===== src/rtl/matrix_ram_arbiter_if.sv =====
// Bus bundle between the two RAM requesters (CU = port 0, host = port 1),
// the matrix RAM and the matrix_ram_arbiter.
interface matrix_ram_arbiter_if #(
  parameter int DATA_W = 32,
  parameter int ADDR_W = 9
);
  logic              req0;
  logic              lock0;
  logic              we0;
  logic [ADDR_W-1:0] addr0;
  logic [DATA_W-1:0] wdata0;
  logic              gnt0;
  logic              rvalid0;
  logic [DATA_W-1:0] rdata0;

  logic              req1;
  logic              lock1;
  logic              we1;
  logic [ADDR_W-1:0] addr1;
  logic [DATA_W-1:0] wdata1;
  logic              gnt1;
  logic              rvalid1;
  logic [DATA_W-1:0] rdata1;

  logic              ram_we;
  logic [ADDR_W-1:0] ram_addr;
  logic [DATA_W-1:0] ram_w_data;
  logic [DATA_W-1:0] ram_r_data;
  logic              hold_break;

  // Requesters plus the RAM itself.
  modport master (
    output req0, lock0, we0, addr0, wdata0,
    output req1, lock1, we1, addr1, wdata1,
    input  gnt0, rvalid0, rdata0,
    input  gnt1, rvalid1, rdata1,
    input  ram_we, ram_addr, ram_w_data, hold_break,
    output ram_r_data
  );

  modport slave (
    input  req0, lock0, we0, addr0, wdata0,
    input  req1, lock1, we1, addr1, wdata1,
    output gnt0, rvalid0, rdata0,
    output gnt1, rvalid1, rdata1,
    output ram_we, ram_addr, ram_w_data, hold_break,
    input  ram_r_data
  );
endinterface


===== src/rtl/matrix_ram_arbiter.sv =====
// Two-port arbiter for the single-port matrix RAM: round-robin grant, bounded lock
// hold, read-data routing. Define ARB_STATS_EN for conflict/break statistics counters.
module matrix_ram_arbiter #(
  parameter int DATA_W   = 32,
  parameter int RAM_D    = 512,
  parameter int ADDR_W   = $clog2(RAM_D),
  parameter int MAX_HOLD = 16
) (
  input  logic                clk,
  input  logic                rst,
  matrix_ram_arbiter_if.slave bus
`ifdef ARB_STATS_EN
  ,
  output logic [15:0]         conflict_cnt_o,
  output logic [7:0]          break_cnt_o
`endif
);

  // state | meaning
  // IDLE  | no grant
  // OWN0  | CU owns the RAM port (gnt0)
  // OWN1  | host owns the RAM port (gnt1)
  typedef enum logic [1:0] {IDLE, OWN0, OWN1} state_t;

  localparam logic [7:0] HOLD_LAST = 8'(MAX_HOLD - 1);

  state_t            state_q;
  logic [7:0]        hold_q;
  logic              last_q;
  logic              brk_q;
  logic              rv0_q, rv1_q;
  logic [DATA_W-1:0] rd0_q, rd1_q;
  logic [ADDR_W-1:0] addr_q;

  logic   req0, req1, own1, lock_own, req_own, req_oth;
  logic   acc0, acc1;
  state_t oth_state;

  assign req0      = bus.req0;
  assign req1      = bus.req1;
  assign own1      = (state_q == OWN1);
  assign lock_own  = own1 ? bus.lock1 : bus.lock0;
  assign req_own   = own1 ? req1 : req0;
  assign req_oth   = own1 ? req0 : req1;
  assign oth_state = own1 ? OWN0 : OWN1;

  always_ff @(posedge clk) begin
    if (rst) begin
      state_q <= IDLE;
      hold_q  <= '0;
      last_q  <= 1'b1;
      brk_q   <= 1'b0;
    end else begin
      brk_q <= 1'b0;
      case (state_q)
        IDLE: begin
          hold_q <= '0;
          if (req0 && req1) begin
            state_q <= last_q ? OWN0 : OWN1;
            last_q  <= ~last_q;
          end else if (req0) begin
            state_q <= OWN0;
            last_q  <= 1'b0;
          end else if (req1) begin
            state_q <= OWN1;
            last_q  <= 1'b1;
          end
        end
        default: begin
          // A contested lock is honoured for MAX_HOLD owner cycles, then broken.
          if (lock_own && req_oth) begin
            if (hold_q == HOLD_LAST) begin
              state_q <= oth_state;
              last_q  <= ~own1;
              brk_q   <= 1'b1;
              hold_q  <= '0;
            end else begin
              hold_q <= hold_q + 8'd1;
            end
          end else begin
            hold_q <= '0;
            if (!lock_own) begin
              if (req_oth) begin
                state_q <= oth_state;
                last_q  <= ~own1;
              end else if (!req_own) begin
                state_q <= IDLE;
              end
            end
          end
        end
      endcase
    end
  end

  assign bus.gnt0       = (state_q == OWN0);
  assign bus.gnt1       = (state_q == OWN1);
  assign bus.hold_break = brk_q;

  assign acc0 = bus.gnt0 & req0;
  assign acc1 = bus.gnt1 & req1;

  assign bus.ram_we     = (acc0 & bus.we0) | (acc1 & bus.we1);
  assign bus.ram_addr   = acc0 ? bus.addr0 : (acc1 ? bus.addr1 : addr_q);
  assign bus.ram_w_data = bus.gnt1 ? bus.wdata1 : bus.wdata0;

  // Read tags are independent of the grant so data returns after an ownership switch.
  always_ff @(posedge clk) begin
    if (rst) begin
      rv0_q  <= 1'b0;
      rv1_q  <= 1'b0;
      rd0_q  <= '0;
      rd1_q  <= '0;
      addr_q <= '0;
    end else begin
      rv0_q <= acc0 & ~bus.we0;
      rv1_q <= acc1 & ~bus.we1;
      if (acc0 | acc1) addr_q <= bus.ram_addr;
      if (rv0_q) rd0_q <= bus.ram_r_data;
      if (rv1_q) rd1_q <= bus.ram_r_data;
    end
  end

  assign bus.rvalid0 = rv0_q & ~rst;
  assign bus.rvalid1 = rv1_q & ~rst;
  assign bus.rdata0  = rv0_q ? bus.ram_r_data : rd0_q;
  assign bus.rdata1  = rv1_q ? bus.ram_r_data : rd1_q;

`ifdef ARB_STATS_EN
  always_ff @(posedge clk) begin
    if (rst) begin
      conflict_cnt_o <= '0;
      break_cnt_o    <= '0;
    end else begin
      if (req0 && req1 && conflict_cnt_o != 16'hFFFF) conflict_cnt_o <= conflict_cnt_o + 16'd1;
      if (brk_q && break_cnt_o != 8'hFF) break_cnt_o <= break_cnt_o + 8'd1;
    end
  end
`endif

  a_one_grant: assert property (@(posedge clk) disable iff (rst) !(bus.gnt0 && bus.gnt1));
  a_we_grant:  assert property (@(posedge clk) disable iff (rst) bus.ram_we |-> (bus.gnt0 ^ bus.gnt1));

endmodule


===== src/flat_wrapper.sv =====
// flat-port wrapper written by rule: the top's interface ports become plain ports
module matrix_ram_arbiter_flat 
#(
  parameter int DATA_W   = 32,
  parameter int RAM_D    = 512,
  parameter int ADDR_W   = $clog2(RAM_D),
  parameter int MAX_HOLD = 16
)
  (clk, rst, bus_req0, bus_lock0, bus_we0, bus_addr0, bus_wdata0, bus_req1, bus_lock1, bus_we1, bus_addr1, bus_wdata1, bus_gnt0, bus_rvalid0, bus_rdata0, bus_gnt1, bus_rvalid1, bus_rdata1, bus_ram_we, bus_ram_addr, bus_ram_w_data, bus_hold_break, bus_ram_r_data);
  matrix_ram_arbiter_if #(.DATA_W(DATA_W), .ADDR_W(ADDR_W)) bus_i ();
  input  logic clk;
  input  logic rst;
  input wire logic [$bits(bus_i.req0)-1:0] bus_req0;
  input wire logic [$bits(bus_i.lock0)-1:0] bus_lock0;
  input wire logic [$bits(bus_i.we0)-1:0] bus_we0;
  input wire logic [$bits(bus_i.addr0)-1:0] bus_addr0;
  input wire logic [$bits(bus_i.wdata0)-1:0] bus_wdata0;
  input wire logic [$bits(bus_i.req1)-1:0] bus_req1;
  input wire logic [$bits(bus_i.lock1)-1:0] bus_lock1;
  input wire logic [$bits(bus_i.we1)-1:0] bus_we1;
  input wire logic [$bits(bus_i.addr1)-1:0] bus_addr1;
  input wire logic [$bits(bus_i.wdata1)-1:0] bus_wdata1;
  output wire logic [$bits(bus_i.gnt0)-1:0] bus_gnt0;
  output wire logic [$bits(bus_i.rvalid0)-1:0] bus_rvalid0;
  output wire logic [$bits(bus_i.rdata0)-1:0] bus_rdata0;
  output wire logic [$bits(bus_i.gnt1)-1:0] bus_gnt1;
  output wire logic [$bits(bus_i.rvalid1)-1:0] bus_rvalid1;
  output wire logic [$bits(bus_i.rdata1)-1:0] bus_rdata1;
  output wire logic [$bits(bus_i.ram_we)-1:0] bus_ram_we;
  output wire logic [$bits(bus_i.ram_addr)-1:0] bus_ram_addr;
  output wire logic [$bits(bus_i.ram_w_data)-1:0] bus_ram_w_data;
  output wire logic [$bits(bus_i.hold_break)-1:0] bus_hold_break;
  input wire logic [$bits(bus_i.ram_r_data)-1:0] bus_ram_r_data;
  assign bus_i.req0 = bus_req0;
  assign bus_i.lock0 = bus_lock0;
  assign bus_i.we0 = bus_we0;
  assign bus_i.addr0 = bus_addr0;
  assign bus_i.wdata0 = bus_wdata0;
  assign bus_i.req1 = bus_req1;
  assign bus_i.lock1 = bus_lock1;
  assign bus_i.we1 = bus_we1;
  assign bus_i.addr1 = bus_addr1;
  assign bus_i.wdata1 = bus_wdata1;
  assign bus_gnt0 = bus_i.gnt0;
  assign bus_rvalid0 = bus_i.rvalid0;
  assign bus_rdata0 = bus_i.rdata0;
  assign bus_gnt1 = bus_i.gnt1;
  assign bus_rvalid1 = bus_i.rvalid1;
  assign bus_rdata1 = bus_i.rdata1;
  assign bus_ram_we = bus_i.ram_we;
  assign bus_ram_addr = bus_i.ram_addr;
  assign bus_ram_w_data = bus_i.ram_w_data;
  assign bus_hold_break = bus_i.hold_break;
  assign bus_i.ram_r_data = bus_ram_r_data;
  matrix_ram_arbiter #(.DATA_W(DATA_W), .RAM_D(RAM_D), .ADDR_W(ADDR_W), .MAX_HOLD(MAX_HOLD)) u_core (.clk(clk), .rst(rst), .bus(bus_i));
endmodule

===== config.mk =====
export PLATFORM = sky130hd
export DESIGN_NAME = matrix_ram_arbiter_flat
export DESIGN_NICKNAME = d
export VERILOG_FILES = /design/src/rtl/matrix_ram_arbiter_if.sv /design/src/rtl/matrix_ram_arbiter.sv /design/src/flat_wrapper.sv
export SDC_FILE = /design/constraint.sdc
export NUM_CORES = 1
export LEC_CHECK = 0
export BUFFER_PORTS_ARGS = -buffer_cell sky130_fd_sc_hd__buf_2
export CORE_MARGIN = 4
export CORE_UTILIZATION = 39
export CTS_CLUSTER_DIAMETER = 150
export DETAILED_ROUTE_END_ITERATION = 10
export PLACE_DENSITY = 0.85
export SYNTH_ARGS = -nofsm -noshare
export SYNTH_HDL_FRONTEND = slang
export SYNTH_SLANG_ARGS = --single-unit

===== constraint.sdc =====
create_clock -name clk -period 1.8 [get_ports clk]
set_clock_uncertainty 0.2 [all_clocks]
set_input_delay 0.36 -clock clk [delete_from_list [all_inputs] [get_ports clk]]
set_output_delay 0.36 -clock clk [all_outputs]
set_load 0.02 [all_outputs]

==> summary.md <==
| Metric | Value |
|---|---|
| GRT Total Usage | 22.3% |
| Power Density | approximately 810 nW/µm² |
| Net count, final | 823 |
| Critical Path Sink Type | output pin |
| Average wire per standard cell | about 20 µm |
| CTS Buffer Depth | 2 |
| Final Critical Period | 2.16 ns |
| Failing checks | setup timing |
| Seq pwr share | approximately a third |
| Detailed placer's ending HPWL | around 9000 µm |
| Worst slew margin | ~57% |
| CP cell instances | nand2b_4, buf_4, buf_12, clkbuf_16, nand2_1, nand2_1, buf_6 |
| Initial core utilization | between 40% and 50% |
| Vias in the first global route | approximately 4000 |
| Fin. max-slew vios | 0 |
| # diodes | 0 |
| First-pass GRT wire length | about 20000 µm |
| Number of max-cap violations | 0 |
| Synth Area in XOR/XNOR | about 1.3% |
| IO Pins | roughly 230 |
| TritonRoute pass-1 iters | 5 |
| Setup slack after layout | -0.360 ns |
| Worst path max stage delay | between 0.4 and 0.5 ns |
| Clock power frac | 25.6% |
| Mapped Cells | 428 |
| Tcrit/Tclk final | 120% |
| CTS sink cnt | 87 |
| VDD IR-drop max | 725 µV |
| Register area share after synthesis | between 40% and 50% |
| R2R Setup Slk | -0.34 ns |
| Initial antenna violation count | 1 |
| Routing usage on met3 | 7.04% |
| RSZ-0062 raised after global routing | true |
| Status | finished with violations |
| Commonest non-fill, non-tap cell in the layout | buf_2 |
| WL final | between 15000 and 20000 µm |
| Die X | between 100 and 150 µm |
| Area growth syn-to-layout | 85.5% |
| Clock transition at the registers of the reported paths | approximately 0.090 ns |
| Cell mode on critical path | nand2_1 |
| CTS buffer count | 9 |
| Via count | 4300 |
| Synthesized Nets | roughly 550 |
| GR peak layer | met2 |
| Hold_ws | ~0.18 ns |
| CP Class | reg2out |
| Port bufs | about 230 |
| CP startpoint kind | flip-flop |
| Area of the core | roughly 9800 µm² |
| Post-route DRC | 0 |
| H-Tree Depth | 3 |
| Synthesized area per cell | 9.18 µm² |
| Largest family of logic cells by synthesized area | simple AND/OR/NAND/NOR gates |
| Inst Count DP | slightly below 800 |
| Gpl congestion | around 0.75 |
| Pleak | ~3.5 nW |
| Final setup violation count | 112 |
| Ys Warns | 0 |
| Multiplexer share of the synthesized area | around a fifth |
| Die area | roughly 12000 µm² |
| Sw Pwr | 1.94 mW |
| DRT antenna net count | 0 |
| Skew-Pair Late Insertion Delay | 0.35 ns |
| Root Driver | clkbuf_8 |
| FP Rows | 36 |
| Final hold vios | 0 |
| HP Class | in2reg |
| CTS tree | built |
| Switching part of the total | 32.9% |
| Fin util | between 70% and 80% |
| Post-synthesis compound-gate area fraction | roughly 5.4% |
| Layout Cells excl Fill | around 840 |
| Most frequent cells in the layout | buf_2 (123), buf_6 (110), dfxtp_1 (83) |
| Grt total ovfl | 0 |
| Share of cells above drive strength 1 | 59.1% |
| Synth Area in Adders | less than 1% |
| Slew of the pin with the lowest slew margin | 0.639 ns |
| WP data required | approximately 1.2 ns |
| Crit-path slowest cell | dfxtp_2 |
| FMAX | roughly 460 MHz |
| Number of DRC markers in iteration 0 | around 400 |
| Combinational Power Share | 40.1% |
| Chip height | ~110 µm |
| M1 GR Usage | between 20% and 30% |
| CP max FO | 7 |
| Post-synthesis simple-gate area fraction | a little over a quarter |
| Syn Std Cell Area | about 3900 µm² |
| Post-synth cell types | 32 |
| Flop and latch count out of synthesis | 87 |
| Routing usage on met2 | between 30% and 40% |
| Critical Path AT | approximately 1.6 ns |
| Drt via density | 5.13 |
| Pin count of the biggest net entering global routing | 50 |
| Internal power | 3.97 mW |
| Pwr Total | between 5 and 6 mW |
[final cells by class]
class / count / area [µm²]
inverter: 3 / 16.3
tap: 133 / 166
sequential: 87 / 1750
clock buffer: 10 / 128
timing repair buffer: 285 / 2640
fill: 595 / 2490
clock inverter: 6 / 92.6
multi-input combinational: 314 / 2500
[power by group through the flow]
stage | logic (mW) | registers (mW) | clock network [mW]
final | 2.37 | 2.02 | 1.51
after global routing | 2.46 | 2.03 | 1.65
after CTS | 1.77 | 2.02 | 1.55
after detailed placement | 1.37 | 2.06 | 0
after global placement | 1.33 | 2.06 | 0
after floorplan | 0.878 | 2.06 | 0
[metal layers]
metal / vias up / wire [µm]
li1: 1944 / -
met1: 2051 / 6380
met2: 240 / 8500
met3: 63 / 1520
met4: 2 / 569
met5: - / 8
[state kept, by name, summed over array words and instances (netlist names)]
signal,count
u_core.addr_q,9
u_core.rv1_q,1
u_core.state_q,2
u_core.rv0_q,1
u_core.bus.hold_break,1
u_core.rd0_q,32
u_core.last_q,1
u_core.rd1_q,32
u_core.hold_q,8
[Yosys cell counts]
cell | n | area, µm²
nor2b_1 | 76 | 475
o32ai_1 | 1 | 8.76
nand4b_1 | 1 | 8.76
and2_4 | 1 | 8.76
nor2_4 | 1 | 11.3
nand2b_1 | 4 | 25.0
a21o_1 | 10 | 75.1
mux2_2 | 64 | 721
nand3_1 | 3 | 15.0
a22oi_1 | 1 | 7.51
and3_1 | 2 | 12.5
clkbuf_1 | 19 | 71.3
inv_2 | 1 | 3.75
nor3b_1 | 2 | 15.0
and2_1 | 1 | 6.26
dfxtp_1 | 87 | 1740
nor4_1 | 2 | 12.5
inv_1 | 2 | 7.51
nor2_1 | 16 | 60.1
a22o_1 | 10 | 87.6
xnor2_1 | 4 | 35.0
buf_4 | 2 | 15.0
xor2_1 | 2 | 17.5
a21oi_1 | 2 | 10.0
o21ai_0 | 3 | 15.0
nor3_2 | 1 | 10.0
buf_6 | 1 | 11.3
ha_1 | 1 | 12.5
buf_2 | 5 | 25.0
nand2_1 | 100 | 375
o31ai_1 | 1 | 7.51
mux2i_1 | 2 | 20.0
[path summary, 6_finish.rpt]
check | cells past startpoint | to | start
setup / recovery | 7 | bus_ram_w_data[21] | u_core.state_q[1]
setup reg to reg | 9 | u_core.state_q[1] | u_core.state_q[1]
hold / removal | 3 | u_core.rd0_q[25] | bus_ram_r_data[25]
hold reg to reg | 1 | u_core.hold_q[0] | u_core.hold_q[0]
[critical path, delay by kind of cell, from the launching register on]
family / cells / cell delay, ns
buffers and inverters: 4 / 0.58
flip-flops: 1 / 0.41
AND/OR/NAND/NOR: 3 / 0.26
[what timing repair did]
| action | in CTS | in global routing |
|---|---|---|
| hold buffers | 2 | 0 |
| gates cloned | 9 | 10 |
| pin swaps | 8 | 10 |
| buffers inserted | 13 | 13 |
| endpoints found under the setup margin | 111 | 111 |
| resized for setup | 149 | 214 |
| endpoints found under the hold margin | 2 | 0 |
[cells by family (layout without fill, tap and decap cells)]
| kind of cell | Yosys count | after routing |
|---|---|---|
| XOR/XNOR | 6 | 6 |
| adder cells (fa/ha/maj) | 1 | 1 |
| multiplexers | 66 | 66 |
| AO/OA/AOI/OAI | 28 | 28 |
| flip-flops | 87 | 87 |
| buffers and inverters | 30 | 304 |
| AND/OR/NAND/NOR | 210 | 213 |
[per-stage QoR]
step / setup TNS [ns] / worst slack, ns / cell area (µm²)
after floorplan: -0.845 / -0.0922 / 3970
after global placement: -0.577 / -0.0774 / 5340
after detailed placement: -0.831 / -0.104 / 5340
after CTS: -27.30 / -0.332 / 6330
after global routing: -32.70 / -0.441 / 7290
final: -26.45 / -0.360 / 7290
Power figures use the tool's default switching activity.
